`src/rtl/mux_nx1_rr.sv`:
```
// N:1 valid/ready channel multiplexer with a registered output stage.
// Channels are picked either by sel (fixed mode) or round-robin from the last granted channel.
module mux_nx1_rr #(
  parameter int WIDTH    = 2,
  parameter int CHANNELS = 4,
  localparam int SEL_W   = $clog2(CHANNELS)
) (
  input  logic                      clk,
  input  logic                      rst_n,
  input  logic [CHANNELS*WIDTH-1:0] in_data,
  input  logic [CHANNELS-1:0]       in_valid,
  output logic [CHANNELS-1:0]       in_ready,
  input  logic [SEL_W-1:0]          sel,
  input  logic                      rr_mode,
  output logic [WIDTH-1:0]          out_data,
  output logic                      out_valid,
  input  logic                      out_ready,
  output logic [SEL_W-1:0]          out_chan
);

  logic [SEL_W-1:0] rr_ptr;
  logic             hi_vld;
  logic             lo_vld;
  logic [SEL_W-1:0] hi_idx;
  logic [SEL_W-1:0] lo_idx;
  logic             grant_vld;
  logic [SEL_W-1:0] grant_idx;
  logic [WIDTH-1:0] grant_data;
  logic             load;
  logic             xfer;

  // Round-robin: the lowest valid channel above the pointer wins; failing that,
  // the lowest valid channel overall, which is the wrap-around continuation.
  always_comb begin
    hi_vld = 1'b0;
    lo_vld = 1'b0;
    hi_idx = '0;
    lo_idx = '0;
    for (int i = 0; i < CHANNELS; i++) begin
      if (in_valid[i] && !hi_vld && (i > int'(rr_ptr))) begin
        hi_vld = 1'b1;
        hi_idx = SEL_W'(i);
      end
      if (in_valid[i] && !lo_vld) begin
        lo_vld = 1'b1;
        lo_idx = SEL_W'(i);
      end
    end
  end

  // An out-of-range sel simply never matches, so it yields no grant.
  always_comb begin
    grant_vld = 1'b0;
    grant_idx = '0;
    if (rr_mode) begin
      grant_vld = hi_vld || lo_vld;
      grant_idx = hi_vld ? hi_idx : lo_idx;
    end else begin
      for (int i = 0; i < CHANNELS; i++) begin
        if ((sel == SEL_W'(i)) && in_valid[i]) begin
          grant_vld = 1'b1;
          grant_idx = SEL_W'(i);
        end
      end
    end
    grant_vld = grant_vld && rst_n;
  end

  assign load = !out_valid || out_ready;
  assign xfer = load && grant_vld;

  always_comb begin
    in_ready   = '0;
    grant_data = '0;
    for (int i = 0; i < CHANNELS; i++) begin
      in_ready[i] = xfer && (grant_idx == SEL_W'(i));
      if (grant_idx == SEL_W'(i)) begin
        grant_data = in_data[i*WIDTH +: WIDTH];
      end
    end
  end

  always_ff @(posedge clk or negedge rst_n) begin
    if (!rst_n) begin
      out_data  <= '0;
      out_valid <= 1'b0;
      out_chan  <= '0;
      rr_ptr    <= SEL_W'(CHANNELS - 1);
    end else if (xfer) begin
      out_data  <= grant_data;
      out_valid <= 1'b1;
      out_chan  <= grant_idx;
      rr_ptr    <= grant_idx;
    end else if (out_ready) begin
      out_valid <= 1'b0;
    end
  end

endmodule

```
`config.mk`:
```
export PLATFORM = sky130hd
export DESIGN_NAME = mux_nx1_rr
export DESIGN_NICKNAME = d
export VERILOG_FILES = /design/src/rtl/mux_nx1_rr.sv
export SDC_FILE = /design/constraint.sdc
export NUM_CORES = 1
export LEC_CHECK = 0
export CAP_MARGIN = 20
export CORE_MARGIN = 5
export CORE_UTILIZATION = 35
export CTS_BUF_LIST = sky130_fd_sc_hd__clkbuf_16
export DETAILED_ROUTE_END_ITERATION = 8
export GPL_ROUTABILITY_DRIVEN = 0
export GPL_TIMING_DRIVEN = 0
export MAX_ROUTING_LAYER = met4
export PLACE_DENSITY = 0.7
export REMOVE_ABC_BUFFERS = 1
export SLEW_MARGIN = 20
export SYNTH_ARGS = -nofsm -noshare
export SYNTH_HDL_FRONTEND = slang
export SYNTH_SLANG_ARGS = --single-unit
```
`constraint.sdc`:
```
create_clock -name clk -period 3.35 [get_ports clk]
set_clock_uncertainty 0.2 [all_clocks]
set_input_delay 0.8375 -clock clk [delete_from_list [all_inputs] [get_ports clk]]
set_output_delay 0.8375 -clock clk [all_outputs]
set_load 0.01 [all_outputs]
```
==> results of run 1 <==
## logic make-up (layout without fill, tap and decap cells)
kind of cell,count (synthesis),after routing,share of synthesized area
compound gates,19,19,0.281
flops,7,7,0.311
mux,9,9,0.167
buf+inv,6,38,0.0548
simple gates,20,20,0.186
## cell usage in the layout (no fill, tap or decap), types with 3 or more instances in the layout
cell type,n
buf_2,3
dlygate4sd2_1,6
buf_4,4
clkdlybuf4s50_1,14
nand2_1,3
nor2_1,5
clkbuf_16,3
mux2i_1,5
inv_1,5
nor2b_1,3
dfrtp_1,5
a221oi_1,5
## per-layer routing
metal	wire length [um]	vias to the layer above
met1	626	279
met2	899	14
met4	40	0
met3	60	5
li1	-	294
met5	0	-
## cell usage after synthesis, types with 2 or more instances
| cell type | count | area [um2] |
|---|---|---|
| mux2_2 | 2 | 22.5 |
| nor2b_1 | 3 | 18.8 |
| o21ai_1 | 2 | 10.0 |
| nor2_1 | 6 | 22.5 |
| dfrtp_1 | 5 | 125 |
| mux2_1 | 2 | 22.5 |
| inv_1 | 4 | 15.0 |
| a221oi_1 | 5 | 43.8 |
| nand2_1 | 4 | 15.0 |
| a21oi_1 | 2 | 10.0 |
| dfstp_2 | 2 | 52.6 |
| mux2i_1 | 5 | 50.1 |
## sequential cells by signal, summed over array words and instances (netlist names)
signal     cells
rr_ptr         2
out_chan       2
out_valid      1
out_data       2
## power by group through the flow
stage               combinational, mW  clock (mW)  sequential, mW
finish                          0.171       0.197           0.132
CTS                             0.170       0.200           0.133
global route                    0.187       0.210           0.138
detailed placement              0.160           0           0.133
floorplan                      0.0758           0           0.136
global placement                0.157           0           0.131
## layout make-up
type	count	area, um2	area share
clock buffers	3	75.1	0.0794
clock inverters	1	3.75	0.00397
inverters	4	15.0	0.0159
multi-input cells	48	397	0.419
flip-flops and latches	7	178	0.188
well taps	16	20.0	0.0212
repair buffers	30	258	0.272
## worst register-to-register path, delay by kind of cell (launching register included)
kind	cells	cell delay (ps)
mux	1	200
compound gates	2	600
simple gates	2	240
flops	1	600
buf+inv	2	280
## what timing repair did
| action | CTS | global route |
|---|---|---|
| hold endpoints to repair | 0 | 0 |
| gates resized for setup | 27 | 6 |
| setup buffers | 4 | 0 |
| gates cloned | 0 | 0 |
| endpoints found under the setup margin | 4 | 4 |
| pin swaps | 3 | 1 |
## final timing paths
path,to,startpoint,cells past startpoint
max,in_ready[0],out_ready,7
min,out_chan[0]$_DFFE_PN0P_,out_chan[0]$_DFFE_PN0P_,1
max reg2reg,out_data[1]$_DFFE_PN0P_,rr_ptr[1]$_DFFE_PN1P_,7
min reg2reg,out_chan[0]$_DFFE_PN0P_,out_chan[0]$_DFFE_PN0P_,1
max in group asynchronous,rr_ptr[1]$_DFFE_PN1P_,rst_n,1
min in group asynchronous,out_data[0]$_DFFE_PN0P_,rst_n,1
## per-stage QoR
| step | cell area [um2] | instances | hold WS (ps) |
|---|---|---|---|
| after floorplan | 554 | 59 | 295 |
| after global placement | 835 | 101 | 276 |
| after detailed placement | 835 | 101 | 289 |
| after CTS | 956 | 109 | 302 |
| after global routing | 946 | 109 | 350 |
| final | 946 | 109 | 295 |
==> impl_metrics.yaml, run 1 <==
status:
  status: "completed"
floorplan:
  dieHeight_um: 50.4
  die-area_um2: 2540
  initial_core_util: 0.374
  ios: 27
  num_rows: 14
  die_x_um: 50.4
  fp.coreArea_um2: 1520
timing:
  rsz0062_at_grt: "no"
  setup_tns_ps: 0
  setup_viol: 0
  fin_crit_sh: 0.978
  slew_viol_final: 0
  period_needed_ps: 3280
  timing.final.hold_violations: 0
  slew_headroom: 0.734
  worst_slew_pin_slew_ps: 393
  clock.fmax_mhz: 305
  fin_ws_ps: 72.9
route:
  drc: 0
  drt_pre_antenna_iters: 4
  via_count: 592
  via_per_inst: 5.43
  drt-initial-drc-count: 7
  drt-total-wl_um: 1630
  wl_per_cell_um: 14.9
  postRouteAntennaNets: 0
hold_path:
  hold_class: "register to register"
worst_setup_path:
  max_stage_delay_ps: 470
  required_ps: 2310
  cp_data_arrival_time_ps: 2240
  crit_type: "primary input to output port"
  crit_fanout: 3
  path_cells: "clkdlybuf4s50_1, inv_1, a221o_1, a21oi_4, nand2_2, nor2_1, buf_2"
  path_buf_inv: 3
  setup.worst_path.start_class: "primary input"
  r2r_slack_ps: 1120
  crit_slowest_cell: "clkdlybuf4s50_1"
  critPathCaptureType: "output port"
  path_delay_family: "buffers and inverters"
logic_synthesis:
  synthFlopType: "dfrtp_1"
  synth.ff_latch_count: 7
  async_flop_share: 1.00
  yosys_warnings: 0
  netlist_area_um2: 571
  synth_seq_area_share: 0.311
  synthCells: 61
  synth.distinct_cells: 31
  syn_area_per_cell_um2: 9.35
  synth_edf_count: 0
global_routing:
  grt_pass1_wl_um: 2840
  antenna_found_initial: 0
  use_met1: 0.162
  grt-ovfl-total: 0
  grt-busiest-layer: "met2"
  grt_max_degree: 10
  grtUsageTotal: 0.145
  grt_pass1_vias: 658
  gr-usage-met3: 0.0207
  use_met2: 0.241
power_and_ir_drop:
  pwr-share-seq: 0.264
  comb_power_share: 0.342
  pwr-share-clk: 0.394
  switchingPower_mw: 0.138
  power_leakage_nw: 0.427
  switching_share: 0.277
  p_per_area_nw_per_um2: 529
  p_int_mw: 0.362
  ir_drop_mv: 0.484
  finalPower_mw: 0.501
clock_tree:
  cts_buffers: 3
  htree_levels: 1
  clock_sinks: 7
  cts_tree: "yes"
  clk_path_buf_depth: 2
  postCtsHoldBufs: 0
  clk_pin_slew_ps: 30
  clk_latency_ps: 230
  cts_root_buf: "clkbuf_16"
final_layout:
  antenna_cells: 0
  syn2layout_area_growth_pct: 65.8
  drive_gt1_frac: 0.258
  layout.nets: 112
  nFillCells: 140
  finish.utilization: 0.621
placed_design:
  hpwlAfterDp_um: 1180
  portBuffers: 26
  preCtsSetupSlack_ps: -1160
flow_run:
  maxCapViolCount: 0
No activity file was read; power rests on OpenSTA's default activity.
==> run 2: changes to the inputs <==
Settings changed: GPL_TIMING_DRIVEN 0 to unset.
==> run 2 against run 1 <==
Sequential cell count unchanged. Register-to-register slack improved by 120 ps. Die area unchanged. Count of clock-buffer cells in the layout stayed put. Critical path type unchanged. Largest power group unchanged.
==> impl_metrics.yaml, run 2 (synthesis results as in run 1) <==
final_layout:
  final_cell_mix: "buf_4, clkdlybuf4s50_1, dlygate4sd2_1"
  layout.nets: 130
  drive_gt1_frac: 0.378
  antenna_cells: 0
  finish.utilization: 0.712
  final_common_cell: "buf_4"
  nFillCells: 120
  syn2layout_area_growth_pct: 90.1
  largest_registers: "out_chan (2), out_data (2), rr_ptr (2)"
route:
  via_per_inst: 5.19
  wl_per_cell_um: 13.3
  drt_pre_antenna_iters: 4
  drc: 0
  postRouteAntennaNets: 0
  drt-total-wl_um: 1690
  via_count: 659
  drt-initial-drc-count: 12
timing:
  timing.final.hold_violations: 0
  rsz0062_at_grt: "no"
  setup_viol: 0
  period_needed_ps: 3280
  hold_ws_ps: 292
  worst_slew_pin_slew_ps: 379
  clock.fmax_mhz: 305
  slew_headroom: 0.744
  fin_crit_sh: 0.978
  slew_viol_final: 0
clock_tree:
  clk_path_buf_depth: 2
  cts_buffers: 3
  cts_root_buf: "clkbuf_16"
  clock_sinks: 7
  clk_latency_ps: 230
  htree_levels: 1
  cts_tree: "yes"
  postCtsHoldBufs: 0
  clk_pin_slew_ps: 40
worst_setup_path:
  cp_data_arrival_time_ps: 2240
  setup.worst_path.start_class: "primary input"
  r2r-end: "out_data[1]$_DFFE_PN0P_"
  crit_type: "primary input to output port"
  r2r_slack_ps: 1240
  required_ps: 2310
  reg2regPathDepth: 6
  crit_fanout: 4
  startpoint: "out_ready"
  worstReg2RegStart: "rr_ptr[1]$_DFFE_PN1P_"
  critPathCaptureType: "output port"
power_and_ir_drop:
  ir_drop_mv: 0.387
  power_leakage_nw: 0.515
  p_per_area_nw_per_um2: 481
global_routing:
  grtUsageTotal: 0.146
  grt-ovfl-total: 0
  antenna_found_initial: 0
  grt_pass1_vias: 700
  grt_max_degree: 9
  grt_pass1_wl_um: 2840
hold_path:
  worstHoldPathCells: 1
  hold_end: "out_chan[0]$_DFFE_PN0P_"
  hold_class: "register to register"
  hold_start: "out_chan[0]$_DFFE_PN0P_"
status:
  status: "completed"
placed_design:
  portBuffers: 26
  hpwlAfterDp_um: 1270
floorplan:
  initial_core_util: 0.374
  dieHeight_um: 50.4
  ios: 27
  fp.coreArea_um2: 1520
  num_rows: 14
  die-area_um2: 2540
  die_x_um: 50.4
flow_run:
  maxCapViolCount: 0
run 2: worst max path at each step:
stage / end / slack (ps) / cells past startpoint
4_1_cts: in_ready[1] / 70 / 7
6_report: in_ready[3] / 70 / 8
3_3_place_gp: in_ready[3] / -560 / 7
3_5_place_dp: in_ready[3] / -590 / 7
2_1_floorplan: in_ready[2] / 290 / 5
5_1_grt: in_ready[2] / 10 / 8
run 2: what timing repair did:
action / in CTS / in global routing
setup endpoints to repair: 4 / 3
gates resized for setup: 26 / 3
setup buffers: 8 / 1
pin swaps: 1 / 1
run 2: where the power goes:
| part | switching, mW | internal [mW] | leakage (nW) |
|---|---|---|---|
| Combinational | 0.0786 | 0.113 | 0.394 |
| Clock | 0.0422 | 0.155 | 0.0423 |
| Sequential | 0.0204 | 0.112 | 0.0788 |
run 2: per-layer routing:
metal  vias up  global-route usage  wire length (um)
met3         2              0.0237                59
met1       310               0.156               719
met2        15               0.253               890
met4         0              0.0766                17
met5         -                   -                 0
li1        332                   -                 -
run 2: final cells by class:
cell class                      count  area [um2]  share of cell area
Inverter                            4        15.0              0.0138
Clock inverter                      1        3.75             0.00346
Multi-Input combinational cell     48         395               0.364
Sequential cell                     7         178               0.164
Tap cell                           16        20.0              0.0185
Timing Repair Buffer               48         398               0.367
Clock buffer                        3        75.1              0.0692
run 2: per-stage QoR:
stage | cells | worst slack, ps | power, mW | setup TNS (ps) | instance area [um2]
after floorplan | 59 | 288 | 0.212 | 0 | 554
after global placement | 114 | -557 | 0.308 | -2170 | 932
after detailed placement | 114 | -593 | 0.310 | -2300 | 932
after CTS | 126 | 72.8 | 0.523 | 0 | 1080
after global routing | 127 | 11.4 | 0.556 | 0 | 1080
final | 127 | 74.6 | 0.522 | 0 | 1080
run 2: critical path, cell delays in order:
cell             delay (ps)
clkdlybuf4s50_1         470
inv_1                    50
a221o_1                 320
a21oi_2                 140
buf_4                   150
nand2b_4                 70
nor2_2                   70
buf_2                   130
